### src/rtl/vga_pattern_gen.sv
// VGA timing generator with four test patterns: vertical bars, horizontal bars,
// checkerboard and a solid colour. All outputs are registered one clock behind the counters.
module vga_pattern_gen #(
  parameter int H_ACTIVE   = 640,
  parameter int H_FP       = 16,
  parameter int H_SYNC     = 96,
  parameter int H_BP       = 48,
  parameter int V_ACTIVE   = 480,
  parameter int V_FP       = 10,
  parameter int V_SYNC     = 2,
  parameter int V_BP       = 33,
  parameter int COLOR_W    = 4,
  parameter int BARS       = 3,
  parameter int CHECK_LOG2 = 5
) (
  input  logic                   clk,
  input  logic                   reset,
  input  logic [1:0]             mode,
  input  logic [3*COLOR_W-1:0]   solid_rgb,
  output logic                   vga_h_sync,
  output logic                   vga_v_sync,
  output logic [COLOR_W-1:0]     vga_R,
  output logic [COLOR_W-1:0]     vga_G,
  output logic [COLOR_W-1:0]     vga_B,
  output logic                   in_display_area,
  output logic                   frame_start
);

  localparam int H_TOTAL = H_ACTIVE + H_FP + H_SYNC + H_BP;
  localparam int V_TOTAL = V_ACTIVE + V_FP + V_SYNC + V_BP;
  localparam int HW      = $clog2(H_TOTAL);
  localparam int VW      = $clog2(V_TOTAL);
  localparam int A_MAX   = (H_ACTIVE > V_ACTIVE) ? H_ACTIVE : V_ACTIVE;
  localparam int AW      = $clog2(2 * A_MAX + 1);
  localparam int RGB_W   = 3 * COLOR_W;

  localparam logic [COLOR_W-1:0] C_MAX  = {COLOR_W{1'b1}};
  localparam logic [COLOR_W-1:0] C_ZERO = '0;

  logic [HW-1:0]      h_cnt_reg;
  logic [VW-1:0]      v_cnt_reg;
  logic [1:0]         mode_reg;
  logic [RGB_W-1:0]   solid_reg;
  logic [RGB_W-1:0]   rgb_reg;
  logic               h_sync_reg;
  logic               v_sync_reg;
  logic               de_reg;
  logic               fs_reg;

  logic               h_last;
  logic               v_last;
  logic               visible;
  logic [RGB_W-1:0]   rgb_next;
  logic [1:0]         step_en;
  logic [1:0]         reload_en;
  logic [1:0]         bar_idx [2];

  function automatic logic [RGB_W-1:0] palette(input logic [1:0] idx);
    case (idx)
      2'd0:    palette = {C_ZERO, C_ZERO, C_MAX};
      2'd1:    palette = {C_MAX,  C_MAX,  C_MAX};
      2'd2:    palette = {C_MAX,  C_ZERO, C_ZERO};
      default: palette = {C_ZERO, C_MAX,  C_ZERO};
    endcase
  endfunction

  assign h_last  = (int'(h_cnt_reg) == H_TOTAL - 1);
  assign v_last  = (int'(v_cnt_reg) == V_TOTAL - 1);
  assign visible = (int'(h_cnt_reg) < H_ACTIVE) && (int'(v_cnt_reg) < V_ACTIVE);

  assign step_en   = {h_last, 1'b1};
  assign reload_en = {h_last && v_last, h_last};

  // Bar index per axis tracked incrementally: bar(x) = floor(((x+1)*BARS-1)/ACTIVE),
  // with the remainder kept in acc_reg so no divider is needed. Only index mod 4 matters.
  generate
    for (genvar gi = 0; gi < 2; gi++) begin : g_axis
      localparam int AX     = (gi == 0) ? H_ACTIVE : V_ACTIVE;
      localparam int STEP_Q = BARS / AX;
      localparam int STEP_R = BARS % AX;
      localparam int INIT_Q = (BARS - 1) / AX;
      localparam int INIT_R = (BARS - 1) % AX;

      logic [AW-1:0] acc_reg;
      logic [1:0]    bar_reg;
      logic [AW-1:0] acc_sum;
      logic          acc_carry;
      logic [AW-1:0] acc_next;
      logic [1:0]    bar_next;

      always_comb begin
        acc_sum   = acc_reg + AW'(STEP_R);
        acc_carry = (acc_sum >= AW'(AX));
        acc_next  = acc_carry ? (acc_sum - AW'(AX)) : acc_sum;
        bar_next  = bar_reg + 2'(STEP_Q % 4) + {1'b0, acc_carry};
      end

      always_ff @(posedge clk or posedge reset) begin
        if (reset) begin
          acc_reg <= AW'(INIT_R);
          bar_reg <= 2'(INIT_Q % 4);
        end else if (reload_en[gi]) begin
          acc_reg <= AW'(INIT_R);
          bar_reg <= 2'(INIT_Q % 4);
        end else if (step_en[gi]) begin
          acc_reg <= acc_next;
          bar_reg <= bar_next;
        end
      end

      assign bar_idx[gi] = bar_reg;
    end
  endgenerate

  always_comb begin
    rgb_next = '0;
    if (visible) begin
      case (mode_reg)
        2'd0:    rgb_next = palette(bar_idx[0]);
        2'd1:    rgb_next = palette(bar_idx[1]);
        2'd2:    rgb_next = (h_cnt_reg[CHECK_LOG2] ^ v_cnt_reg[CHECK_LOG2]) ? {RGB_W{1'b1}} : '0;
        default: rgb_next = solid_reg;
      endcase
    end
  end

  always_ff @(posedge clk or posedge reset) begin
    if (reset) begin
      h_cnt_reg  <= '0;
      v_cnt_reg  <= '0;
      mode_reg   <= 2'd0;
      solid_reg  <= '0;
      rgb_reg    <= '0;
      h_sync_reg <= 1'b1;
      v_sync_reg <= 1'b1;
      de_reg     <= 1'b0;
      fs_reg     <= 1'b0;
    end else begin
      if (h_last) begin
        h_cnt_reg <= '0;
        v_cnt_reg <= v_last ? '0 : v_cnt_reg + VW'(1);
      end else begin
        h_cnt_reg <= h_cnt_reg + HW'(1);
      end
      // Pattern controls only change on the very last pixel so a frame is never torn.
      if (h_last && v_last) begin
        mode_reg  <= mode;
        solid_reg <= solid_rgb;
      end
      rgb_reg    <= rgb_next;
      h_sync_reg <= !((int'(h_cnt_reg) >= H_ACTIVE + H_FP) &&
                      (int'(h_cnt_reg) <  H_ACTIVE + H_FP + H_SYNC));
      v_sync_reg <= !((int'(v_cnt_reg) >= V_ACTIVE + V_FP) &&
                      (int'(v_cnt_reg) <  V_ACTIVE + V_FP + V_SYNC));
      de_reg     <= visible;
      fs_reg     <= (h_cnt_reg == '0) && (v_cnt_reg == '0);
    end
  end

  logic [COLOR_W-1:0] chan [3];

  generate
    for (genvar gi = 0; gi < 3; gi++) begin : g_chan
      assign chan[gi] = rgb_reg[(2 - gi) * COLOR_W +: COLOR_W];
    end
  endgenerate

  assign vga_R           = chan[0];
  assign vga_G           = chan[1];
  assign vga_B           = chan[2];
  assign vga_h_sync      = h_sync_reg;
  assign vga_v_sync      = v_sync_reg;
  assign in_display_area = de_reg;
  assign frame_start     = fs_reg;

endmodule

### config.mk
export PLATFORM = sky130hd
export DESIGN_NAME = vga_pattern_gen
export DESIGN_NICKNAME = d
export VERILOG_FILES = /design/src/rtl/vga_pattern_gen.sv
export SDC_FILE = /design/constraint.sdc
export NUM_CORES = 1
export LEC_CHECK = 0
export ABC_AREA = 1
export CORE_MARGIN = 3
export CORE_UTILIZATION = 33
export CTS_BUF_LIST = sky130_fd_sc_hd__clkbuf_8
export CTS_CLUSTER_DIAMETER = 30
export DETAILED_ROUTE_END_ITERATION = 16
export HOLD_SLACK_MARGIN = 0.06
export PLACE_DENSITY = 0.56
export SYNTH_ARGS = -nofsm -noshare
export SYNTH_HDL_FRONTEND = slang
export SYNTH_SLANG_ARGS = --single-unit
### constraint.sdc
create_clock -name clk -period 2.1 [get_ports clk]
set_input_delay 0.21 -clock clk [delete_from_list [all_inputs] [get_ports clk]]
set_output_delay 0.21 -clock clk [all_outputs]
set_load 0.01 [all_outputs]
---- After elaboration in Yosys (flattened, before gate mapping) ----
Cells that the tools add are included.
storage, ports and cells
  bits in registers ....................... 76
  logic and storage cells ................. 66
  input port bits ......................... 16
  output and inout port bits .............. 16
operators by class
  eq/ne operators ......................... 8
  mux-type cells .......................... 15
  reduce and logical (&&, ||, !) cells .... 13
  add/sub/neg operators ................... 8
  $lt $le $gt $ge ......................... 8
  bitwise logic cells ..................... 1
operator list
  cell                                                                      number
  12-bit one-hot mux with 3 select lines                                    3
  11-bit 2-to-1 mux                                                         5
  12-bit 2-to-1 mux                                                         2
  11-bit by 2-bit adder with 11-bit output (second input constant)          2
  10-bit by 1-bit adder with 10-bit output (second input constant)          2
  10-bit logical NOT                                                        2
  10-bit < comparator (second input constant)                               2
  10-bit by 9-bit < comparator with 1-bit output (second input constant)    2
  10-bit 2-to-1 mux                                                         2
  11-bit by 10-bit >= comparator with 1-bit output (second input constant)  1
  11-bit by 9-bit >= comparator with 1-bit output (second input constant)   1
  11-bit by 10-bit subtractor with 11-bit output (second input constant)    1
  11-bit by 9-bit subtractor with 11-bit output (second input constant)     1
  10-bit == test (second input constant)                                    1
  10-bit by 9-bit == test with 1-bit output (second input constant)         1
  10-bit >= comparator (second input constant)                              1
  10-bit by 9-bit >= comparator with 1-bit output (second input constant)   1
  2-bit by 1-bit == test with 1-bit output (second input constant)          3
  2-bit == test (second input constant)                                     3
  2-bit logical NOT                                                         3
  2-bit 2-to-1 mux                                                          3
  1-bit logical AND                                                         5
  2-bit by 1-bit adder with 2-bit output                                    2
  1-bit logical NOT                                                         2
  2 further kinds                                                           2

---- Depth between registers and ports, before layout ----
  depth after elaboration ................. 5
  gate-level depth with buffers ........... 17
  depth with buffers taken out ............ 17

---- Least setup slack after synthesis ----
No wires, ideal clock.
  path kind ............................... register -> register
  start point ............................. reg g_axis[0].acc_reg[1]
  end point ............................... reg g_axis[0].bar_reg[1]
  library setup time ...................... 0.131 ns
  period minus slack after synthesis ...... 2.299 ns
  cell stages (with the launch flop) ...... 17
  path buffers ............................ 0
  setup slack ............................. -0.199 ns
  arrival time ............................ 2.168 ns
  path through ............................ dfstp_2 > inv_1 > ha_1 > nor2_2 > nand3_2 > nand2_1 > nand2_1 > inv_1 > ha_1 > inv_1 > a21oi_4 > inv_2 > nor2_2 > inv_1 > ha_1 > xnor2_1 > nor2_1
on the way
  cells in the longest elaborated chain, start to end .. 4
RTL lines
  item                                              RTL line  text
  from (decl)                                       84        logic [AW-1:0] acc_reg;
  from (signal assigned)                            100       acc_reg <= AW'(INIT_R);
  from (signal assigned)                            103       acc_reg <= AW'(INIT_R);
  from (signal assigned)                            106       acc_reg <= acc_next;
  11-bit by 2-bit adder with 11-bit output          92        acc_sum = acc_reg + AW'(STEP_R);
  11-bit by 10-bit >= comparator with 1-bit output  93        acc_carry = (acc_sum >= AW'(AX));
  2-bit by 1-bit adder with 2-bit output            95        bar_next = bar_reg + 2'(STEP_Q % 4) + {1'b0, acc_carry};
  2-bit 2-to-1 mux                                  102       end else if (reload_en[gi]) begin
  to (signal assigned)                              101       bar_reg <= 2'(INIT_Q % 4);
  to (signal assigned)                              104       bar_reg <= 2'(INIT_Q % 4);
  to (signal assigned)                              107       bar_reg <= bar_next;
  to (decl)                                         85        logic [1:0] bar_reg;
Every way passes these cells.
A chain may end at the register's enable or synchronous reset.

---- Worst setup path in the final report ----
Same ends and word-level chain as after synthesis.

==> results.py <==
metrics = {
    "placed_design": {
        "routabilityCongestion": 0.857,
        "dp_cells": 739,
        "io_buffers": 31,
        "dpl.hpwl_mm": 6.32,
    },
    "cts": {
        "cts_sinks": 76,
        "root_buffer": "clkbuf_8",
        "postCtsHoldBufs": 0,
        "cts.path.max_buffers": 2,
        "clk_latency_ns": 0.35,
        "path_clk_slew_ns": 0.08,
        "cts_inserted_buffers": 9,
        "cts_tree": "built",
        "htree_levels": 3,
    },
    "pwr": {
        "ir_worst_vdd_v": 0.000214,
        "p_per_area_nw_per_um2": 510,
        "p_leak_nw": 2.51,
    },
    "die": {
        "die_area_sq_um": 13800,
        "initial_core_util_pct": 33.9,
        "row_count": 40,
        "fp.dieH_um": 118,
        "ioPinCount": 32,
        "die_w_um": 118,
        "core_area_sq_um": 12100,
    },
    "sta": {
        "rsz0062_at_grt": "yes",
        "min_period_over_period_pct": 104,
        "finalSetupViolCount": 2,
        "layout_setup_ws_ns": -0.0822,
        "finalClockSkew_ns": 0.00717,
        "finalMaxSlewViolations": 0,
        "tightest_slew_ns": 0.609,
        "slew_headroom_pct": 59.1,
        "period_minus_slack_ns": 2.18,
        "fmax_mhz": 458,
        "finalHoldViolations": 0,
    },
    "synth": {
        "synth-seq-area-share_pct": 46.4,
        "async_reset_ff_share_pct": 100,
        "synth_edf_count": 0,
        "syn-instance-count": 527,
        "yosysUniqueCellTypes": 33,
        "avgSynthCellArea_sq_um": 7.80,
        "ys_seq_elements": 76,
        "ys.warnings.count": 0,
        "synth_ff_type": "dfrtp_1",
        "synthesis.area_sq_um": 4110,
        "synth_nets": 561,
    },
    "routing": {
        "wl_mm": 8.83,
        "drc": 0,
        "drt_pass1_iterations": 4,
        "num_vias": 3412,
        "viasPerCell": 4.44,
        "avgRoutedWirePerCell_um": 11.5,
        "postRouteAntennaNets": 0,
        "drt_first_iter_violations": 132,
    },
    "setup_path": {
        "critPathArrivalTime_ns": 2.43,
        "endpoint_kind": "flop",
        "critPathLaunchType": "flop",
        "crit_type": "reg2reg",
        "cp.required_ns": 2.35,
        "critPathBufInv": 5,
        "critPathMaxFanout": 4,
        "cp_cell_sequence": "inv_2 -> ha_4 -> nor2_4 -> nand3_2 -> nand2_1 -> nand2_1 -> inv_2 -> ha_4 -> inv_4 -> a21oi_4 -> inv_2 -> nor2_4 -> inv_2 -> ha_4 -> xnor2_2 -> nor2_1",
        "slowest_stage": "dfstp_2",
        "timing.critical_path.mode_cell": "inv_2",
        "crit_family": "flip-flops",
        "cpPeakStageDelay_ns": 0.55,
    },
    "global_route": {
        "grt_pass1_vias": 3324,
        "grt_usage_pct": 13.1,
        "grt_first_pass_wirelength_mm": 15.2,
        "grt_max_degree": 30,
        "grt_overflow": 0,
        "antenna_found_initial": 0,
    },
    "finish": {
        "fin_nets": 630,
        "drive_gt1_share_pct": 19.6,
        "layout_common_cells": "nand2_1, inv_1, dfrtp_1",
        "n_antenna_cell": 0,
        "final_common_cell": "nand2_1",
        "fill_cells": 1241,
        "stdcell_count": 769,
        "largest_register_ffs": 22,
        "synthToLayoutAreaGrowth_pct": 29.3,
        "fin_util_pct": 43.9,
    },
    "run_status": {
        "status": "finished with violations",
        "violations": "negative setup slack",
    },
    "run": {
        "cap_violations": 0,
    },
    "min_path": {
        "hp-class": "in2async",
    },
}
per-stage QoR:
stage	setup slack [ns]	TNS [ns]	instance area (sq um)	power [mW]	hold WS, ns
global route	-0.216	-1.19	5310	2.82	0.217
CTS	-0.0569	-0.0817	5140	2.76	0.180
detailed placement	-0.0406	-0.0889	4840	1.56	0.460
finish	-0.0822	-0.116	5310	2.71	0.188
global placement	0.00748	0	4840	1.56	0.454
floorplan	0.00384	0	4180	1.51	0.327
synthesized netlist by cell type (all sizes together), types with 2 or more instances:
cell / instances / area, sq um
nand2: 142 / 551
inv: 84 / 315
nor2: 84 / 353
dfrtp: 72 / 1800
nand3: 31 / 173
o21ai: 26 / 130
ha: 18 / 225
xor2: 15 / 131
nor3: 13 / 76.3
a21oi: 9 / 56.3
nand4: 7 / 43.8
clkbuf: 4 / 15.0
dfstp: 4 / 105
xnor2: 4 / 35.0
o22ai: 3 / 18.8
buf: 2 / 10.0
nor3b: 2 / 15.0
nor4: 2 / 18.8
kinds of logic after synthesis:
logic type,synth area share (%)
AND/OR/NAND/NOR,30.1
buffers and inverters,8.28
flip-flops,46.4
AO/OA/AOI/OAI,5.72
XOR/XNOR,4.05
adder cells (fa/ha/maj),5.48
final timing paths:
path	end	startpoint	cells after the start	slack, ns
worst max-delay path	g_axis[0].bar_reg[1]	g_axis[0].acc_reg[1]	16	-0.08
worst min-delay path	h_cnt_reg[9]	reset	2	0.19
worst max register to register	g_axis[0].bar_reg[1]	g_axis[0].acc_reg[1]	16	-0.08
worst min register to register	solid_reg[10]	solid_reg[10]	2	0.48
max in group asynchronous	g_axis[0].acc_reg[1]	reset	3	1.35
min in group clk	solid_reg[7]	solid_rgb[7]	3	0.39
power breakdown:
part           internal, mW  switching (mW)  leakage [nW]
combinational        0.0332          0.0347          1.53
sequential             1.46               0         0.878
clock                 0.592           0.585        0.0995
metal layers:
layer / GRT usage (%) / part of all wire (%)
met2: 21.8 / 47
met4: 4.18 / 1.3
met5: 0 / 0
met1: 16.9 / 48
met3: 3.17 / 3.5
what timing repair did:
action / CTS / global route
endpoints found under the setup margin: 3 / 30
gates resized for setup: 7 / 38
hold endpoints to repair: 0 / 0
pin swaps: 6 / 27
setup buffers: 8 / 6
gates cloned: 0 / 0
area by class of cell:
| class | count | area (sq um) | share of cell area [%] |
|---|---|---|---|
| Clock buffer | 10 | 138 | 2.59 |
| Clock inverter | 6 | 71.3 | 1.34 |
| Inverter | 84 | 327 | 6.15 |
| Multi-Input combinational cell | 361 | 2070 | 38.9 |
| Sequential cell | 76 | 1910 | 35.9 |
| Tap cell | 168 | 210 | 3.96 |
| Timing Repair Buffer | 64 | 594 | 11.2 |
No activity file was read; power rests on OpenSTA's default activity.
